**src/rtl/cache_arbiter_pkg.sv**
```systemverilog
// Shared types for the I/D to physical-memory arbiter.
package cache_arbiter_pkg;
    typedef logic [15:0]  lc3b_word;
    typedef logic [127:0] lc3b_mem_data;

    typedef enum logic [1:0] {IDLE, SERVE_I, SERVE_D} arb_state_t;
    typedef enum logic       {SRC_I, SRC_D}           arb_src_t;
endpackage

```
**src/rtl/cache_arbiter_if.sv**
```systemverilog
// One line-granular memory port; master issues commands, slave answers them.
interface cache_arbiter_if;
    import cache_arbiter_pkg::*;

    logic         read;
    logic         write;
    lc3b_word     address;
    lc3b_mem_data wdata;
    logic         resp;
    lc3b_mem_data rdata;

    modport master (output read, write, address, wdata, input resp, rdata);
    modport slave  (input read, write, address, wdata, output resp, rdata);
endinterface

```
**src/rtl/cache_arbiter_sat_counter.sv**
```systemverilog
// Grant counter that sticks at all-ones instead of wrapping.
module sat_counter #(
    parameter int WIDTH = 16
) (
    input  logic             clk,
    input  logic             reset,
    input  logic             inc,
    output logic [WIDTH-1:0] count
);
    always_ff @(posedge clk) begin
        if (reset)
            count <= '0;
        else if (inc && (count != '1))
            count <= count + 1'b1;
    end
endmodule

```
**src/rtl/cache_arbiter.sv**
```systemverilog
// Round-robin share of the single pmem port between the I and D L1 paths.
module cache_arbiter
    import cache_arbiter_pkg::*;
#(
    parameter int CNT_WIDTH = 16
) (
    input  logic                 clk,
    input  logic                 reset,
    cache_arbiter_if.slave       i_mem,
    cache_arbiter_if.slave       d_mem,
    cache_arbiter_if.master      pmem,
    output logic [CNT_WIDTH-1:0] i_grant_count,
    output logic [CNT_WIDTH-1:0] d_grant_count
);
    arb_state_t   state, next_state;
    arb_src_t     last_grant;
    logic         i_req, d_req, grant_i, grant_d;
    logic         win_read, win_write;
    lc3b_word     win_address;
    lc3b_mem_data win_wdata;

    always_comb begin
        i_req   = i_mem.read | i_mem.write;
        d_req   = d_mem.read | d_mem.write;
        grant_i = 1'b0;
        grant_d = 1'b0;
        if (state == IDLE) begin
            if (i_req && d_req) begin
                grant_d = (last_grant == SRC_I);
                grant_i = ~grant_d;
            end else begin
                grant_i = i_req;
                grant_d = d_req;
            end
        end

        // Write wins if a requester illegally raises both strobes.
        win_write   = grant_d ? d_mem.write   : i_mem.write;
        win_read    = (grant_d ? d_mem.read   : i_mem.read) & ~win_write;
        win_address = grant_d ? d_mem.address : i_mem.address;
        win_wdata   = grant_d ? d_mem.wdata   : i_mem.wdata;

        next_state = state;
        case (state)
            IDLE: begin
                if (grant_d)      next_state = SERVE_D;
                else if (grant_i) next_state = SERVE_I;
            end
            SERVE_I, SERVE_D: if (pmem.resp) next_state = IDLE;
            default: next_state = IDLE;
        endcase

        i_mem.resp = (state == SERVE_I) && pmem.resp;
        d_mem.resp = (state == SERVE_D) && pmem.resp;
    end

    assign i_mem.rdata = pmem.rdata;
    assign d_mem.rdata = pmem.rdata;

    always_ff @(posedge clk) begin
        if (reset) begin
            state        <= IDLE;
            last_grant   <= SRC_I;
            pmem.read    <= 1'b0;
            pmem.write   <= 1'b0;
            pmem.address <= '0;
            pmem.wdata   <= '0;
        end else begin
            state <= next_state;
            if (grant_i || grant_d) begin
                pmem.read    <= win_read;
                pmem.write   <= win_write;
                pmem.address <= win_address;
                pmem.wdata   <= win_wdata;
                last_grant   <= grant_d ? SRC_D : SRC_I;
            end else if ((state != IDLE) && pmem.resp) begin
                pmem.read  <= 1'b0;
                pmem.write <= 1'b0;
            end
        end
    end

    sat_counter #(.WIDTH(CNT_WIDTH)) u_i_cnt (
        .clk   (clk),
        .reset (reset),
        .inc   (grant_i),
        .count (i_grant_count)
    );

    sat_counter #(.WIDTH(CNT_WIDTH)) u_d_cnt (
        .clk   (clk),
        .reset (reset),
        .inc   (grant_d),
        .count (d_grant_count)
    );
endmodule

```
**src/flat_wrapper.sv**
```systemverilog
// flat-port wrapper written by rule: the top's interface ports become plain ports
module cache_arbiter_flat import cache_arbiter_pkg::*;
#(
    parameter int CNT_WIDTH = 16
)
  (clk, reset, i_grant_count, d_grant_count, i_mem_read, i_mem_write, i_mem_address, i_mem_wdata, i_mem_resp, i_mem_rdata, d_mem_read, d_mem_write, d_mem_address, d_mem_wdata, d_mem_resp, d_mem_rdata, pmem_read, pmem_write, pmem_address, pmem_wdata, pmem_resp, pmem_rdata);
  cache_arbiter_if i_mem_i ();
  cache_arbiter_if d_mem_i ();
  cache_arbiter_if pmem_i ();
  input  logic clk;
  input  logic reset;
  output logic [CNT_WIDTH-1:0] i_grant_count;
  output logic [CNT_WIDTH-1:0] d_grant_count;
  input wire logic [$bits(i_mem_i.read)-1:0] i_mem_read;
  input wire logic [$bits(i_mem_i.write)-1:0] i_mem_write;
  input wire logic [$bits(i_mem_i.address)-1:0] i_mem_address;
  input wire logic [$bits(i_mem_i.wdata)-1:0] i_mem_wdata;
  output wire logic [$bits(i_mem_i.resp)-1:0] i_mem_resp;
  output wire logic [$bits(i_mem_i.rdata)-1:0] i_mem_rdata;
  input wire logic [$bits(d_mem_i.read)-1:0] d_mem_read;
  input wire logic [$bits(d_mem_i.write)-1:0] d_mem_write;
  input wire logic [$bits(d_mem_i.address)-1:0] d_mem_address;
  input wire logic [$bits(d_mem_i.wdata)-1:0] d_mem_wdata;
  output wire logic [$bits(d_mem_i.resp)-1:0] d_mem_resp;
  output wire logic [$bits(d_mem_i.rdata)-1:0] d_mem_rdata;
  output wire logic [$bits(pmem_i.read)-1:0] pmem_read;
  output wire logic [$bits(pmem_i.write)-1:0] pmem_write;
  output wire logic [$bits(pmem_i.address)-1:0] pmem_address;
  output wire logic [$bits(pmem_i.wdata)-1:0] pmem_wdata;
  input wire logic [$bits(pmem_i.resp)-1:0] pmem_resp;
  input wire logic [$bits(pmem_i.rdata)-1:0] pmem_rdata;
  assign i_mem_i.read = i_mem_read;
  assign i_mem_i.write = i_mem_write;
  assign i_mem_i.address = i_mem_address;
  assign i_mem_i.wdata = i_mem_wdata;
  assign i_mem_resp = i_mem_i.resp;
  assign i_mem_rdata = i_mem_i.rdata;
  assign d_mem_i.read = d_mem_read;
  assign d_mem_i.write = d_mem_write;
  assign d_mem_i.address = d_mem_address;
  assign d_mem_i.wdata = d_mem_wdata;
  assign d_mem_resp = d_mem_i.resp;
  assign d_mem_rdata = d_mem_i.rdata;
  assign pmem_read = pmem_i.read;
  assign pmem_write = pmem_i.write;
  assign pmem_address = pmem_i.address;
  assign pmem_wdata = pmem_i.wdata;
  assign pmem_i.resp = pmem_resp;
  assign pmem_i.rdata = pmem_rdata;
  cache_arbiter #(.CNT_WIDTH(CNT_WIDTH)) u_core (.clk(clk), .reset(reset), .i_mem(i_mem_i), .d_mem(d_mem_i), .pmem(pmem_i), .i_grant_count(i_grant_count), .d_grant_count(d_grant_count));
endmodule
```
**config.mk**
```make
export PLATFORM = sky130hd
export DESIGN_NAME = cache_arbiter_flat
export DESIGN_NICKNAME = d
export VERILOG_FILES = /design/src/rtl/cache_arbiter_pkg.sv /design/src/rtl/cache_arbiter_if.sv /design/src/rtl/cache_arbiter_sat_counter.sv /design/src/rtl/cache_arbiter.sv /design/src/flat_wrapper.sv
export SDC_FILE = /design/constraint.sdc
export NUM_CORES = 1
export LEC_CHECK = 0
export CAP_MARGIN = 20
export CORE_AREA = 2 2 336 338
export CTS_CLUSTER_SIZE = 12
export DETAILED_ROUTE_END_ITERATION = 6
export DIE_AREA = 0 0 338 340
export GPL_ROUTABILITY_DRIVEN = 1
export GPL_TIMING_DRIVEN = 0
export PLACE_DENSITY = 0.3
export SETUP_SLACK_MARGIN = 0.02
export SLEW_MARGIN = 20
export SYNTH_ARGS = -nofsm -noshare
export SYNTH_HDL_FRONTEND = slang
export SYNTH_SLANG_ARGS = --single-unit
```
**constraint.sdc**
```tcl
create_clock -name clk -period 5.8 [get_ports clk]
set_input_delay 0.87 -clock clk [delete_from_list [all_inputs] [get_ports clk]]
set_output_delay 0.87 -clock clk [all_outputs]
set_load 0.01 [all_outputs]
```
* Word-level counts from Yosys, hierarchy flattened
Index checks and enable logic that the tools add are counted.
** Storage, ports and cells
- Word-level logic and storage cells :: 49
- Register bits :: 181
- Output and inout port bits :: 436
** Operators by class
- Eq/ne operators :: 6
- $add $sub $neg :: 2
- Bitwise gates (word level) :: 5
- Reductions and logical operators :: 12
- Mux-type cells :: 16
** Operators by type and width (number)
- two-way mux 128 bit :: 1
- adder 16 x 1 -> 16 bit, second input constant :: 2
- != test 16 bit, second input constant :: 2
- two-way mux 16 bit :: 1
- two-way mux 1 bit :: 10
- logical AND 1 bit :: 6
- two-way mux 2 bit :: 3
- case mux 2 bit (2 select lines) :: 1
- nonzero test 2 bit :: 2
- != test 3 x 1 -> 1 bit, second input constant :: 1
- == test 2 x 1 -> 1 bit, second input constant :: 1
- == test 2 bit, second input constant :: 1
- logical NOT 2 bit :: 1
- != test 2 bit, second input constant :: 1
- inverter 1 bit :: 2
- bitwise OR 1 bit :: 2
- AND reduction 2 bit :: 1
- OR reduction 2 bit :: 1
- bitwise AND 1 bit :: 1
- logical OR 1 bit :: 1

* Logic depth before layout (Yosys ltp)
- Depth after elaboration :: 8
- Gate-level depth with buffers :: 8
- Depth with buffers taken out :: 6

* By module
From an unflattened synthesis, not the netlist that was laid out.
** Unflattened totals
- Cell total of the unflattened synthesis :: 1301
- Area, all modules :: 10123.5 um^2
** By module, submodules not included
- cache_arbiter :: cells each 1103, times used 1, area each 8426.8 um^2, sequential area each 2982.9 um^2
- sat_counter :: cells each 99, times used 2, area each 848.3 um^2, sequential area each 320.3 um^2

* Worst setup path before layout
OpenSTA, ideal clock, no wires.
- Path type :: input to register
- From :: in d_mem_read
- To :: reg u_core.u_i_cnt.count[11]
- Library setup time :: 70 ps
- Cell stages on the path :: 5
- Data arrival time :: 2299 ps
- Setup slack :: 3431 ps
- Path through :: o21ba_2 > or4_1 > buf_2 > or4_1 > a21oi_1
** Between the ends
- Longest elaborated chain between the ends :: 5
** Ends and longest elaborated chain
- from (decl) :: line flat_wrapper.sv:20 : input wire logic [$bits(d_mem_i.read)-1:0] d_mem_read;
- bitwise OR 1 bit :: line cache_arbiter.sv:24 : d_req = d_mem.read | d_mem.write;
- logical AND 1 bit :: line cache_arbiter.sv:28 : if (i_req && d_req) begin
- two-way mux 1 bit :: line cache_arbiter.sv:28
- two-way mux 1 bit :: line cache_arbiter.sv:27 : if (state == IDLE) begin
- logical AND 1 bit :: line cache_arbiter_sat_counter.sv:13 : else if (inc && (count != '1))
- to (signal assigned) :: line cache_arbiter_sat_counter.sv:14 : count <= count + 1'b1;
- to (decl) :: line cache_arbiter_sat_counter.sv:8 : output logic [WIDTH-1:0] count
No other way between the ends.
A chain may end at the register's enable or synchronous reset.

* Final worst setup path
- From :: in i_mem_write
- To :: reg u_core.pmem.wdata[103]
** Between the ends
- Longest elaborated chain between the ends :: 5
- Elaborated cells on any way between the ends :: 8
- Those cells by class :: mux: 5; bitwise: 1; reduce/logical: 2
** Ends and longest elaborated chain
- from (decl) :: line flat_wrapper.sv:15 : input wire logic [$bits(i_mem_i.write)-1:0] i_mem_write;
- bitwise OR 1 bit * :: line cache_arbiter.sv:23 : i_req = i_mem.read | i_mem.write;
- logical AND 1 bit :: line cache_arbiter.sv:28
- two-way mux 1 bit :: line cache_arbiter.sv:28
- two-way mux 1 bit :: line cache_arbiter.sv:27
- two-way mux 128 bit / logical OR 1 bit (equally long branches) :: line cache_arbiter.sv:41, cache_arbiter.sv:70
- to (signal assigned) :: line cache_arbiter.sv:74 : pmem.wdata <= win_wdata;
- to (decl) :: line cache_arbiter_if.sv:12 : modport master (output read, write, address, wdata, input resp, rdata);
Every way passes the cells marked *; elsewhere a longest branch is shown, timed or not.

==> impl_metrics.py <==
metrics = {
    "run_status": {
        "status": "completed",
    },
    "route": {
        "wire_per_inst_um": 18.1,
        "drc": 0,
        "routed.top_layer": "met5",
        "drt-total-wl_um": 64600,
        "vias": 12016,
        "met3WireLength_um": 5090,
        "met1_length_um": 25400,
        "detail-route-antenna-nets": 0,
        "wl_met2_um": 33100,
        "avgViaCountPerCell": 3.37,
        "first_pass_iters": 5,
        "drtIter0Drc": 492,
    },
    "global_route": {
        "grt_pass1_vias": 12354,
        "grt_pass1_wl_um": 88500,
        "antenna_found_initial": 7,
        "grt_use_total": 0.108,
        "grt_max_degree": 17,
        "grt_overflow": 0,
    },
    "worst_setup_path": {
        "worstPathCellList": "clkdlybuf4s50_1 -> o21ai_0 -> nand2_1 -> clkbuf_1 -> clkbuf_2 -> clkbuf_1 -> a311oi_1",
        "worstRegToRegCells": 8,
        "worst-path-max-fanout": 10,
        "slowest_delay_ns": 0.64,
        "end_kind": "flip-flop",
        "crit_top_cell": "clkbuf_1",
        "cp.arrival_ns": 3.58,
        "start_kind": "input pin",
        "worstSetupPathType": "in2reg",
        "r2r_slack_ns": 2.90,
        "required_ns": 6.13,
        "cpMaxStageDelayCell": "clkbuf_1",
        "timing.rr.end": "u_core.pmem.address[15]$_SDFFE_PP0P_",
        "timing.rr.start": "u_core.state[0]$_SDFFE_PP0P_",
    },
    "logic_synthesis": {
        "synthCells": 1293,
        "synth_async_sr_flop_share": 0,
        "ys_top_cells_by_area": "dfxtp_1 36%, buf_4 19%, a311oi_1 13%",
        "synth-seq-area-share": 0.364,
        "synth_ff_type": "dfxtp_1",
        "synth_cell_type_count": 39,
        "synth_edf_count": 0,
        "synth_fp_nets": 1721,
        "syn_area_per_cell_um2": 7.70,
        "ys.warnings.count": 0,
        "syn_area_mm2": 0.00995,
        "yosysTopAreaCell": "dfxtp_1",
        "synth-seq-cells": 181,
        "synth_top_area_share": 0.364,
    },
    "sta": {
        "fin_ws_ns": 2.54,
        "finClkSkew_ns": 0.0161,
        "finalHoldViolCount": 0,
        "finalCritPeriodShare": 0.562,
        "max_freq_ghz": 0.307,
        "min_period_ns": 3.26,
        "drv_slew": 0,
        "setup_viol": 0,
        "worst_pin_slew_ns": 1.11,
        "rsz0062_at_grt": "no",
        "finalSetupTns_ns": 0,
        "max-slew-margin-rel": 0.260,
    },
    "flow_run": {
        "cap_violations": 0,
    },
    "worst_hold_path": {
        "min_path_type": "reg2reg",
        "hp-start": "u_core.pmem.read$_SDFFE_PP0P_",
        "holdPathEnd": "u_core.pmem.read$_SDFFE_PP0P_",
        "hold_depth": 2,
    },
    "place": {
        "gp_congestion": 0.765,
        "preCtsSetupSlack_ns": 1.84,
        "dp_hpwl_um": 53100,
        "port_buffers": 729,
    },
    "floorplanning": {
        "fp.coreArea_mm2": 0.112,
        "die_width_um": 338,
        "dieArea_mm2": 0.115,
        "ios": 859,
        "floorplan.initialDensity": 0.0892,
        "num_rows": 123,
        "die_y_um": 340,
    },
    "clocking": {
        "clk_transition_reported_paths_ns": 0.08,
        "cts_hold_buf": 0,
        "cts_sinks": 181,
        "htree_levels": 4,
        "cts_root_buf": "clkbuf_16",
        "insertion_delay_ns": 0.51,
        "tritoncts": "yes",
        "postCtsSetupRepairBufs": 0,
        "cts_buffers": 17,
        "cts_resized": 0,
        "clk_path_buf_depth": 2,
    },
    "power": {
        "peakVddDrop_mv": 0.224,
        "p_per_area_mw_per_mm2": 277,
        "p_leak_nw": 7.08,
    },
    "layout": {
        "area_growth_syn_to_layout_pct": 98.7,
        "drive_gt1_frac": 0.148,
        "fin_nets": 2472,
    },
}
## registers in the layout, summed over array words and instances (netlist names)
signal / flops
u_core.pmem.read: 1
u_core.u_d_cnt.count: 16
u_core.u_i_cnt.count: 16
u_core.state: 2
u_core.last_grant: 1
u_core.pmem.address: 16
u_core.pmem.wdata: 128
u_core.pmem.write: 1
## metrics by stage
stage / utilization / cells / hold slack [ns] / power (mW) / cell area [um^2]
final: 0.177 / 3562 / 0.477 / 5.49 / 19800
after global routing: 0.177 / 3559 / 0.502 / 5.86 / 19800
after CTS: 0.177 / 3556 / 0.486 / 5.67 / 19700
after detailed placement: 0.172 / 3524 / 0.471 / 4.35 / 19200
after global placement: 0.171 / 3522 / 0.467 / 4.33 / 19100
after floorplan: - / 1293 / 0.441 / 2.73 / 9950
## critical path: cells and delay by family
kind / cells / cell delay, ns
simple gates: 1 / 0.19
buf+inv: 4 / 2.07
compound gates: 2 / 0.43
## layout make-up
class | instances | area (um^2)
Fill cell | 12655 | 91800
Antenna cell | 5 | 12.5
Timing Repair Buffer | 732 | 7370
Buffer | 346 | 2270
Tap cell | 1500 | 1880
Clock inverter | 9 | 96.3
Multi-Input combinational cell | 759 | 4050
Sequential cell | 181 | 3620
Inverter | 7 | 26.3
Clock buffer | 23 | 458
## how the worst max path moves through the flow
stage | startpoint | endpoint | depth (start not counted) | slack [ns]
detailed placement | i_mem_write | u_core.pmem.wdata[103]$_SDFFE_PP0P_ | 7 | 1.84
global placement | i_mem_write | u_core.pmem.wdata[120]$_SDFFE_PP0P_ | 7 | 1.07
global route | i_mem_write | u_core.pmem.wdata[103]$_SDFFE_PP0P_ | 7 | 2.31
floorplan | d_mem_read | u_core.u_i_cnt.count[11]$_SDFFE_PP0P_ | 5 | 3.43
finish | i_mem_write | u_core.pmem.wdata[103]$_SDFFE_PP0P_ | 7 | 2.54
CTS | i_mem_write | u_core.pmem.wdata[103]$_SDFFE_PP0P_ | 7 | 2.41
## Yosys cell counts, types with 2 or more instances
library cell,n
or3_1,7
a311oi_1,144
o21a_1,2
dfxtp_1,181
and3_1,2
nand2b_1,2
a21oi_1,28
nor2_1,151
ha_1,5
clkbuf_1,83
nand4_1,10
inv_1,7
o31ai_1,17
o311a_1,2
or4_1,19
and2_1,4
nand3_1,13
and4_1,4
nor2b_1,5
nand2_1,306
mux2_2,5
buf_4,256
buf_1,6
o21ai_0,12
nor4_1,8
## layout by cell type (no fill, tap or decap), types with 2 or more instances in the layout
| cell type | Yosys | layout |
|---|---|---|
| clkdlybuf4s50_1 | 0 | 729 |
| nand2_1 | 306 | 306 |
| buf_4 | 256 | 256 |
| dfxtp_1 | 181 | 181 |
| nor2_1 | 151 | 151 |
| a311oi_1 | 144 | 144 |
| clkbuf_1 | 83 | 79 |
| a21oi_1 | 28 | 28 |
| or4_1 | 19 | 19 |
| o31ai_1 | 17 | 17 |
| clkbuf_16 | 0 | 17 |
| nand3_1 | 13 | 13 |
| o21ai_0 | 12 | 12 |
| nand4_1 | 10 | 10 |
| clkbuf_2 | 0 | 9 |
| inv_1 | 7 | 7 |
| nor4_1 | 8 | 7 |
| or3_1 | 7 | 7 |
| buf_1 | 6 | 6 |
| diode_2 | 0 | 5 |
| nor2b_1 | 5 | 5 |
| mux2_2 | 5 | 5 |
| ha_1 | 5 | 5 |
| and2_1 | 4 | 4 |
| and4_1 | 4 | 4 |
| clkinv_4 | 0 | 3 |
| o21a_1 | 2 | 2 |
| nand2b_1 | 2 | 2 |
| and3_1 | 2 | 2 |
| o311a_1 | 2 | 2 |
| clkinvlp_4 | 0 | 2 |
| buf_16 | 0 | 2 |
## routing by layer
layer / vias up / GRT usage
li1: 5728 / -
met3: 40 / 0.0330
met2: 502 / 0.194
met4: 4 / 0.0328
met5: - / 0
met1: 5742 / 0.122
## report_power, final
group          switching, mW  internal, mW  leakage, nW
combinational           1.38          1.19         5.32
sequential             0.163          1.52         1.50
clock                  0.623         0.609        0.264
## cell families after synthesis
| group | count (synthesis) | share of synthesized area |
|---|---|---|
| DFF | 181 | 0.364 |
| and+or+nand+nor | 536 | 0.225 |
| muxes | 5 | 0.00566 |
| AOI/OAI and AO/OA | 213 | 0.169 |
| adders and majority gates | 5 | 0.00629 |
| buffers and inverters | 353 | 0.230 |
(Power assumes the default switching activity.)
